### src/rtl/dir_input_ctrl.sv
// Direction input controller: synchronises and debounces per-player buttons and
// queues legal direction changes, applying one queued move per player on each step.
module dir_input_ctrl #(
  parameter int         NUM_PLAYERS = 2,
  parameter int         DB_CYCLES   = 16,
  parameter int         QDEPTH      = 4,
  parameter logic [1:0] INIT_DIR    = 2'b11
) (
  input  logic                     clk,
  input  logic                     rst,
  input  logic [4*NUM_PLAYERS-1:0] btn,
  input  logic                     step,
  output logic [2*NUM_PLAYERS-1:0] move,
  output logic [NUM_PLAYERS-1:0]   dir_changed,
  output logic [NUM_PLAYERS-1:0]   q_overflow
);

  localparam int NB = 4 * NUM_PLAYERS;
  localparam int CW = $clog2(DB_CYCLES + 1);
  localparam int PW = $clog2(QDEPTH);
  localparam logic [PW:0]   FULL_CNT = (PW + 1)'(QDEPTH);
  localparam logic [CW-1:0] DB_LAST  = CW'(DB_CYCLES - 1);

  logic [NB-1:0] sync1;
  logic [NB-1:0] sync2;
  logic [NB-1:0] deb;
  logic [NB-1:0] deb_d;
  logic [NB-1:0] press_r;

  // step is a bare strobe with no handshake: a pop happens on any edge where
  // step=1 and the queue holds an entry; a step on an empty queue is ignored.

  always_ff @(posedge clk) begin
    if (rst) begin
      sync1   <= '0;
      sync2   <= '0;
      deb_d   <= '0;
      press_r <= '0;
    end else begin
      sync1   <= btn;
      sync2   <= sync1;
      deb_d   <= deb;
      press_r <= deb & ~deb_d;
    end
  end

  for (genvar i = 0; i < NB; i++) begin : g_db
    logic [CW-1:0] cnt;
    logic          lvl;

    always_ff @(posedge clk) begin
      if (rst) begin
        cnt <= '0;
        lvl <= 1'b0;
      end else if (sync2[i] == lvl) begin
        cnt <= '0;
      end else if (cnt == DB_LAST) begin
        cnt <= '0;
        lvl <= ~lvl;
      end else begin
        cnt <= cnt + 1'b1;
      end
    end

    assign deb[i] = lvl;
  end

  for (genvar p = 0; p < NUM_PLAYERS; p++) begin : g_pl
    logic [1:0]    mem [QDEPTH];
    logic [PW-1:0] wr_ptr;
    logic [PW-1:0] rd_ptr;
    logic [PW-1:0] tail_ptr;
    logic [PW:0]   count;
    logic [1:0]    move_r;
    logic          dc_r;
    logic          ovf_r;
    logic [3:0]    pr;
    logic          sel_valid;
    logic [1:0]    sel_dir;
    logic [1:0]    ref_dir;
    logic          push_req;
    logic          pop;
    logic          full;
    logic          push;
    logic          ovf_set;

    assign pr       = press_r[4*p +: 4];
    assign tail_ptr = wr_ptr - 1'b1;

    always_comb begin
      sel_valid = |pr;
      sel_dir   = 2'b11;
      if (pr[3])      sel_dir = 2'b00;
      else if (pr[2]) sel_dir = 2'b01;
      else if (pr[1]) sel_dir = 2'b10;
      ref_dir  = (count != '0) ? mem[tail_ptr] : move_r;
      // Equal or reverse direction both share bit1 with the reference.
      push_req = sel_valid && (sel_dir[1] != ref_dir[1]);
      pop      = step && (count != '0);
      full     = (count == FULL_CNT);
      push     = push_req && (!full || pop);
      ovf_set  = push_req && full && !pop;
    end

    always_ff @(posedge clk) begin
      if (rst) begin
        wr_ptr <= '0;
        rd_ptr <= '0;
        count  <= '0;
        move_r <= INIT_DIR;
        dc_r   <= 1'b0;
        ovf_r  <= 1'b0;
      end else begin
        if (push) begin
          mem[wr_ptr] <= sel_dir;
          wr_ptr      <= wr_ptr + 1'b1;
        end
        if (pop) begin
          move_r <= mem[rd_ptr];
          rd_ptr <= rd_ptr + 1'b1;
        end
        case ({push, pop})
          2'b10:   count <= count + 1'b1;
          2'b01:   count <= count - 1'b1;
          default: count <= count;
        endcase
        dc_r <= pop;
        if (ovf_set) ovf_r <= 1'b1;
      end
    end

    assign move[2*p +: 2] = move_r;
    assign dir_changed[p] = dc_r;
    assign q_overflow[p]  = ovf_r;
  end

endmodule

### config.mk
export PLATFORM = sky130hd
export DESIGN_NAME = dir_input_ctrl
export DESIGN_NICKNAME = d
export VERILOG_FILES = /design/src/rtl/dir_input_ctrl.sv
export SDC_FILE = /design/constraint.sdc
export NUM_CORES = 1
export LEC_CHECK = 0
export CAP_MARGIN = 25
export CORE_MARGIN = 2
export CORE_UTILIZATION = 50
export DETAILED_ROUTE_END_ITERATION = 16
export PLACE_DENSITY = 0.65
export SLEW_MARGIN = 20
export SYNTH_ARGS = -nofsm -noshare
export SYNTH_HDL_FRONTEND = slang
export SYNTH_SLANG_ARGS = --single-unit
export TNS_END_PERCENT = 1
### constraint.sdc
create_clock -name clk -period 4 [get_ports clk]
set_input_delay 0.6 -clock clk [delete_from_list [all_inputs] [get_ports clk]]
set_output_delay 0.6 -clock clk [all_outputs]
set_load 0.01 [all_outputs]
==> impl_metrics.toml, run 1 <==
[synth]
yosys_warnings = 0
ys_seq_area_frac = 0.548
synthesis.nets = 463
synth_top_area_share = 0.444
synth_ff_type = "dfxtp_1"
netlist_area_um2 = 4600
synth_cells = 425
synth_area_leaders = "dfxtp_1 (44%), edfxtp_1 (10%), ha_1 (6.8%)"
yosys_register_bits = 118
synth-edff-count = 16
ys_types = 39
synth_top_area_cell = "dfxtp_1"
synth.avg_cell_area_um2 = 10.8
synthArstFlopShare = 0

[run]
maxCapViolCount = 0

[routing]
final_antenna_net_count = 0
drt_drc_violations_left = 0
wl_per_cell_um = 11.6
routed_via_density = 4.97
via_count = 2853
drtPass1Iterations = 4
drt_iter0_drc = 72
drt-total-wl_mm = 6.66

[timing]
finalSetupViolations = 0
skew_ns = 0.00927
hold_viol_final = 0
min_period_ns = 3.00
setup_ws_ns = 0.997
rsz0062_at_grt = "no"
timing.fmax_ghz = 0.333
relSlewSlack = 0.448
worst_pin_slew_ns = 0.828
fin_hold_ws_ns = 0.379
fin_setup_tns_ns = 0
drv_slew = 0
post-route-period-util = 0.751

[clock_network]
worstSkewPairLatency_ns = 0.50
postCtsSetupBuffers = 0
ctsHtreeMaxLevel = 4
cts_tree = "done"
cts_resized = 0
cts_buffers = 17
clockBufferDepth = 2
holdBufCountCts = 0
cts_sinks = 118
cts-root-buf = "clkbuf_8"
path_clk_slew_ns = 0.05

[grt]
grt.total_usage = 0.149
antenna_found_initial = 0
grt_first_pass_wirelength_mm = 11.7
overflow = 0
grt_start_max_net_pins = 51
grt_pass1_vias = 2740

[power]
internal_power_mw = 2.24
p_sw_frac = 0.220
seqPwrFrac = 0.443
combPwrFrac = 0.075
powerDensity_nw_per_um2 = 531
leakage_nw = 2.01
power_frac_clock = 0.481
switchingPower_mw = 0.632
ir_worst_vdd_mv = 0.331

[layout]
antenna_cells = 0
ff_latch_area_um2 = 2520
final_common_cell = "dfxtp_1"
drive_above_1_share = 0.0929
most-common-layout-cells = "dfxtp_1 (102), nor2_1 (61), nor2b_1 (33), inv_1 (30), ha_1 (25)"
multi_input_area_um2 = 1900
area.growth.synth_to_final_pct = 17.5
fill_cells = 757
post-route-util = 0.597
fin_nets = 488

[floorplanning]
rows = 35
dieArea_um2 = 9990
dieHeight_um = 99.9
start_util = 0.508
pin_count = 19
die_x_um = 99.9
core_um2 = 9060

[critical_path]
required_ns = 4.43
crit_arrival_ns = 3.43
cp-start-kind = "flip-flop"
crit_fanout = 5
critPathKind = "flip-flop to flip-flop"
worstSetupEndpointType = "flip-flop"

[placed_design]
dpl.hpwl_mm = 4.43
gp_congestion = 0.722
io_buffers = 18
place_ws_ns = 0.858

[min_path]
min_path_type = "flip-flop to flip-flop"

[status]
outcome = "completed"
-- flip-flops by register name, summed over array words and instances (netlist names) --
signal / count
deb_d: 8
g_db.cnt: 40
g_db.lvl: 8
g_pl.count: 6
g_pl.dc_r: 2
g_pl.mem: 16
g_pl.move_r: 4
g_pl.ovf_r: 2
g_pl.rd_ptr: 4
g_pl.wr_ptr: 4
press_r: 8
sync1: 8
sync2: 8
-- synth_stat cells, types with 7 or more instances --
cell type and number:
nand3_1 12, clkbuf_1 8, o21ai_0 7, and3_1 11, xor2_1 12, xnor2_1 18, edfxtp_1 16, nand2_1 11
nor2_1 61, dfxtp_1 102, mux2i_1 11, inv_1 30, or3_1 12, nor2b_1 33, ha_1 25, a21oi_1 10
-- worst paths after layout --
check	from	to	slack, ns	depth (start not counted)
max	g_pl[1].wr_ptr[0]	g_pl[1].count[2]	1.0	12
min	deb_d[3]	press_r[3]	0.38	1
max reg2reg	g_pl[1].wr_ptr[0]	g_pl[1].count[2]	1.0	12
min reg2reg	deb_d[3]	press_r[3]	0.38	1
-- per-layer routing --
metal | wire length (um) | share of wire | GRT usage
met5 | 0 | 0 | 0
met4 | 68 | 0.010 | 0.0632
met3 | 278 | 0.042 | 0.0571
met2 | 3220 | 0.48 | 0.243
met1 | 3090 | 0.46 | 0.176
-- worst max-delay path: stages (launching register included) --
cell and delay (ns):
dfxtp_1 0.42, inv_1 0.11, ha_1 0.34, mux4_2 0.28, mux2i_1 0.26, mux2i_1 0.18
nand2_1 0.12, ha_1 0.17, inv_1 0.06, fa_1 0.37, xor2_1 0.15, or3_1 0.32
a21oi_1 0.14
-- power groups by stage --
stage                     sequential [mW]  combinational (mW)  clock (mW)
after detailed placement             1.30               0.217           0
final                                1.27               0.217        1.38
after global placement               1.30               0.215           0
after global routing                 1.28               0.244        1.47
after floorplan                      1.29               0.160           0
after CTS                            1.27               0.218        1.41
-- area by class of cell --
| cell class | instances | share of cell area |
|---|---|---|
| multi-input combinational | 264 | 0.352 |
| clock buffer | 23 | 0.0826 |
| inverter | 30 | 0.0208 |
| clock inverter | 9 | 0.0190 |
| timing repair buffer | 19 | 0.0338 |
| sequential | 118 | 0.466 |
| tap | 111 | 0.0257 |
-- cell families (layout without fill, tap and decap cells) --
group	count (synthesis)	count (layout)	share of synthesized area
xor gates and xnor gates	30	30	0.0571
buffers and inverters	43	81	0.0383
and+or+nand+nor	160	160	0.180
DFF	118	118	0.548
AOI/OAI and AO/OA	27	27	0.0381
muxes	20	20	0.0612
adders and majority gates	27	27	0.0767
-- metrics by stage --
stage,power [mW],instances,cell area [um^2]
3_5_place_dp,1.52,542,4860
5_1_grt,2.99,574,5410
6_report,2.87,574,5410
4_1_cts,2.91,574,5410
3_3_place_gp,1.51,542,4860
2_1_floorplan,1.45,425,4600
No activity file was read; power rests on OpenSTA's default activity.
==> run 2, diff against run 1 <==
--- a/config.mk
+++ b/config.mk
@@ -9,7 +9,7 @@
 export CORE_MARGIN = 2
 export CORE_UTILIZATION = 50
 export DETAILED_ROUTE_END_ITERATION = 16
-export PLACE_DENSITY = 0.65
+export PLACE_DENSITY = 0.67
 export SLEW_MARGIN = 20
 export SYNTH_ARGS = -nofsm -noshare
 export SYNTH_HDL_FRONTEND = slang
==> constraint.sdc (replaced) <==
create_clock -name clk -period 2.5 [get_ports clk]
set_input_delay 0.375 -clock clk [delete_from_list [all_inputs] [get_ports clk]]
set_output_delay 0.375 -clock clk [all_outputs]
set_load 0.01 [all_outputs]
==> run 2 against run 1 <==
Effect of this change:
- first-iteration DRC count shrank 35%
- highest routed layer unchanged
- via count grew 2.5%
- largest power group unchanged
- sequential share of layout area shrank 2.2 points
- non-clock buffer count grew 17
- die area is the same
- routed wire length grew 7.4%
- global-route usage grew 1.2 points
- worst setup slack lost 1.0 ns
- flip-flop and latch count is the same
- the flow now finishes with violations (setup timing)
==> impl_metrics.toml, run 2 (same netlist as run 1, synthesis figures left out) <==
[status]
outcome = "complete, but fails checks"
violations = "setup timing"

[critical_path]
crit_fanout = 3
worstSetupEndpointType = "flip-flop"
required_ns = 2.94
critPathKind = "flip-flop to flip-flop"
cp-start-kind = "flip-flop"
crit_arrival_ns = 2.99

[clock_network]
worstSkewPairLatency_ns = 0.51
cts_tree = "done"
path_clk_slew_ns = 0.06
ctsHtreeMaxLevel = 4
cts_buffers = 17
clockBufferDepth = 2
cts_sinks = 118
cts-root-buf = "clkbuf_8"

[placed_design]
place_ws_ns = -0.0686
gp_congestion = 0.779
placed_cells = 558
io_buffers = 18
dpl_cell_area_um2 = 5020
dpl.hpwl_mm = 4.77

[timing]
worst_pin_slew_ns = 0.707
hold_viol_final = 0
timing.fmax_ghz = 0.392
setup_ws_ns = -0.0532
skew_ns = 0.0136
min_period_ns = 2.55
relSlewSlack = 0.522
drv_slew = 0
fin_setup_tns_ns = -0.0532
finalSetupViolations = 1
post-route-period-util = 1.02
rsz0062_at_grt = "yes"

[routing]
drt_iter0_drc = 47
drt_drc_violations_left = 0
final_antenna_net_count = 0
wl_per_cell_um = 12.1
via_count = 2924
routed_via_density = 4.96
drtPass1Iterations = 4
drt-total-wl_mm = 7.15

[grt]
grt_start_max_net_pins = 40
grt.total_usage = 0.160
overflow = 0
grt_first_pass_wirelength_mm = 12.6
antenna_found_initial = 0
grt_pass1_vias = 2782

[floorplanning]
die_x_um = 99.9
dieArea_um2 = 9990
pin_count = 19
dieHeight_um = 99.9
core_um2 = 9060
start_util = 0.508
rows = 35

[power]
report.power.total_mw = 4.79
switchingPower_mw = 1.10
seqPwrFrac = 0.424
power_frac_clock = 0.495
internal_power_mw = 3.69
powerDensity_nw_per_um2 = 842
leakage_nw = 2.14
p_sw_frac = 0.229
ir_worst_vdd_mv = 0.557
combPwrFrac = 0.081

[layout]
largest_reg_flops = 40
antenna_cells = 0
area.growth.synth_to_final_pct = 23.6
fin_nets = 505
most-common-layout-cells = "dfxtp_1 (100), nor2_1 (60), nor2b_1 (33), inv_1 (27), ha_1 (23)"
top_regs = "g_db.cnt: 40 flops, g_pl.mem: 16 flops"
instances_no_fill = 590
largest_register = "g_db.cnt"
design_area_um2 = 5680
drive_above_1_share = 0.177
final_common_cell = "dfxtp_1"

[min_path]
min_path_type = "input pin to flip-flop"

[run]
maxCapViolCount = 0
run 2: changes by cell type in the layout (fill, tap and decap cells not counted), sizes merged:
cell,before,now
buf,2,19
clkbuf,23,19
clkinv,4,7
clkinvlp,3,2
inv,30,31
run 2: per-stage QoR:
step / utilization / hold slack (ns)
after global routing: 0.627 / 0.390
final: 0.627 / 0.374
after detailed placement: 0.554 / 0.372
after global placement: 0.554 / 0.372
after floorplan: - / 0.367
after CTS: 0.620 / 0.355
run 2: cell type report:
class / instances / area [um^2]
Fill cell: 715 / 3380
Sequential cell: 118 / 2530
Multi-Input combinational cell: 264 / 1980
Clock buffer: 19 / 453
Timing Repair Buffer: 36 / 323
Clock inverter: 12 / 145
Tap cell: 111 / 139
Inverter: 30 / 115
run 2: critical path, stage by stage, from the launching register on:
cell and delay, ns:
dfxtp_4 0.37, inv_4 0.04, ha_4 0.25, mux4_2 0.32
mux2i_4 0.19, mux2i_2 0.10, nand2_1 0.09, ha_2 0.18
inv_2 0.04, fa_2 0.33, xor2_1 0.15, or3_1 0.32
a21oi_2 0.12
run 2: repair_timing:
item / 4_1_cts / 5_1_grt
buffers inserted: 0 / 1
hold buffers: 0 / 0
endpoints found under the setup margin: 4 / 19
pin swaps: 0 / 1
gates resized for setup: 2 / 12
run 2: per-layer routing:
| metal | vias to the layer above | wire [um] | track usage |
|---|---|---|---|
| li1 | 1501 | - | - |
| met1 | 1379 | 3390 | 0.203 |
| met2 | 34 | 3470 | 0.251 |
| met3 | 10 | 207 | 0.0585 |
| met4 | 0 | 84 | 0.0664 |
| met5 | - | 0 | 0 |
run 2: worst paths after layout:
kind | from | endpoint | slack [ns] | cells past startpoint
setup / recovery | g_pl[1].wr_ptr[0] | g_pl[1].count[2] | -0.05 | 12
hold / removal | rst | g_pl[1].rd_ptr[0] | 0.37 | 2
setup reg to reg | g_pl[1].wr_ptr[0] | g_pl[1].count[2] | -0.05 | 12
hold reg to reg | deb_d[7] | press_r[7] | 0.38 | 1
run 2: power groups by stage:
stage	Combinational, mW	Sequential [mW]	Clock [mW]
after global placement	0.365	2.07	0
final	0.387	2.03	2.37
after detailed placement	0.377	2.07	0
after global routing	0.431	2.04	2.52
after floorplan	0.256	2.07	0
after CTS	0.379	2.03	2.42
==> run 3, diff against run 2 <==
--- a/config.mk
+++ b/config.mk
@@ -8,6 +8,7 @@
 export CAP_MARGIN = 25
 export CORE_MARGIN = 2
 export CORE_UTILIZATION = 50
+export CTS_CLUSTER_DIAMETER = 50
 export DETAILED_ROUTE_END_ITERATION = 16
 export PLACE_DENSITY = 0.67
 export SLEW_MARGIN = 20
==> results of run 3 <==
Final layout, timing and power as in run 2 (identical DEF).
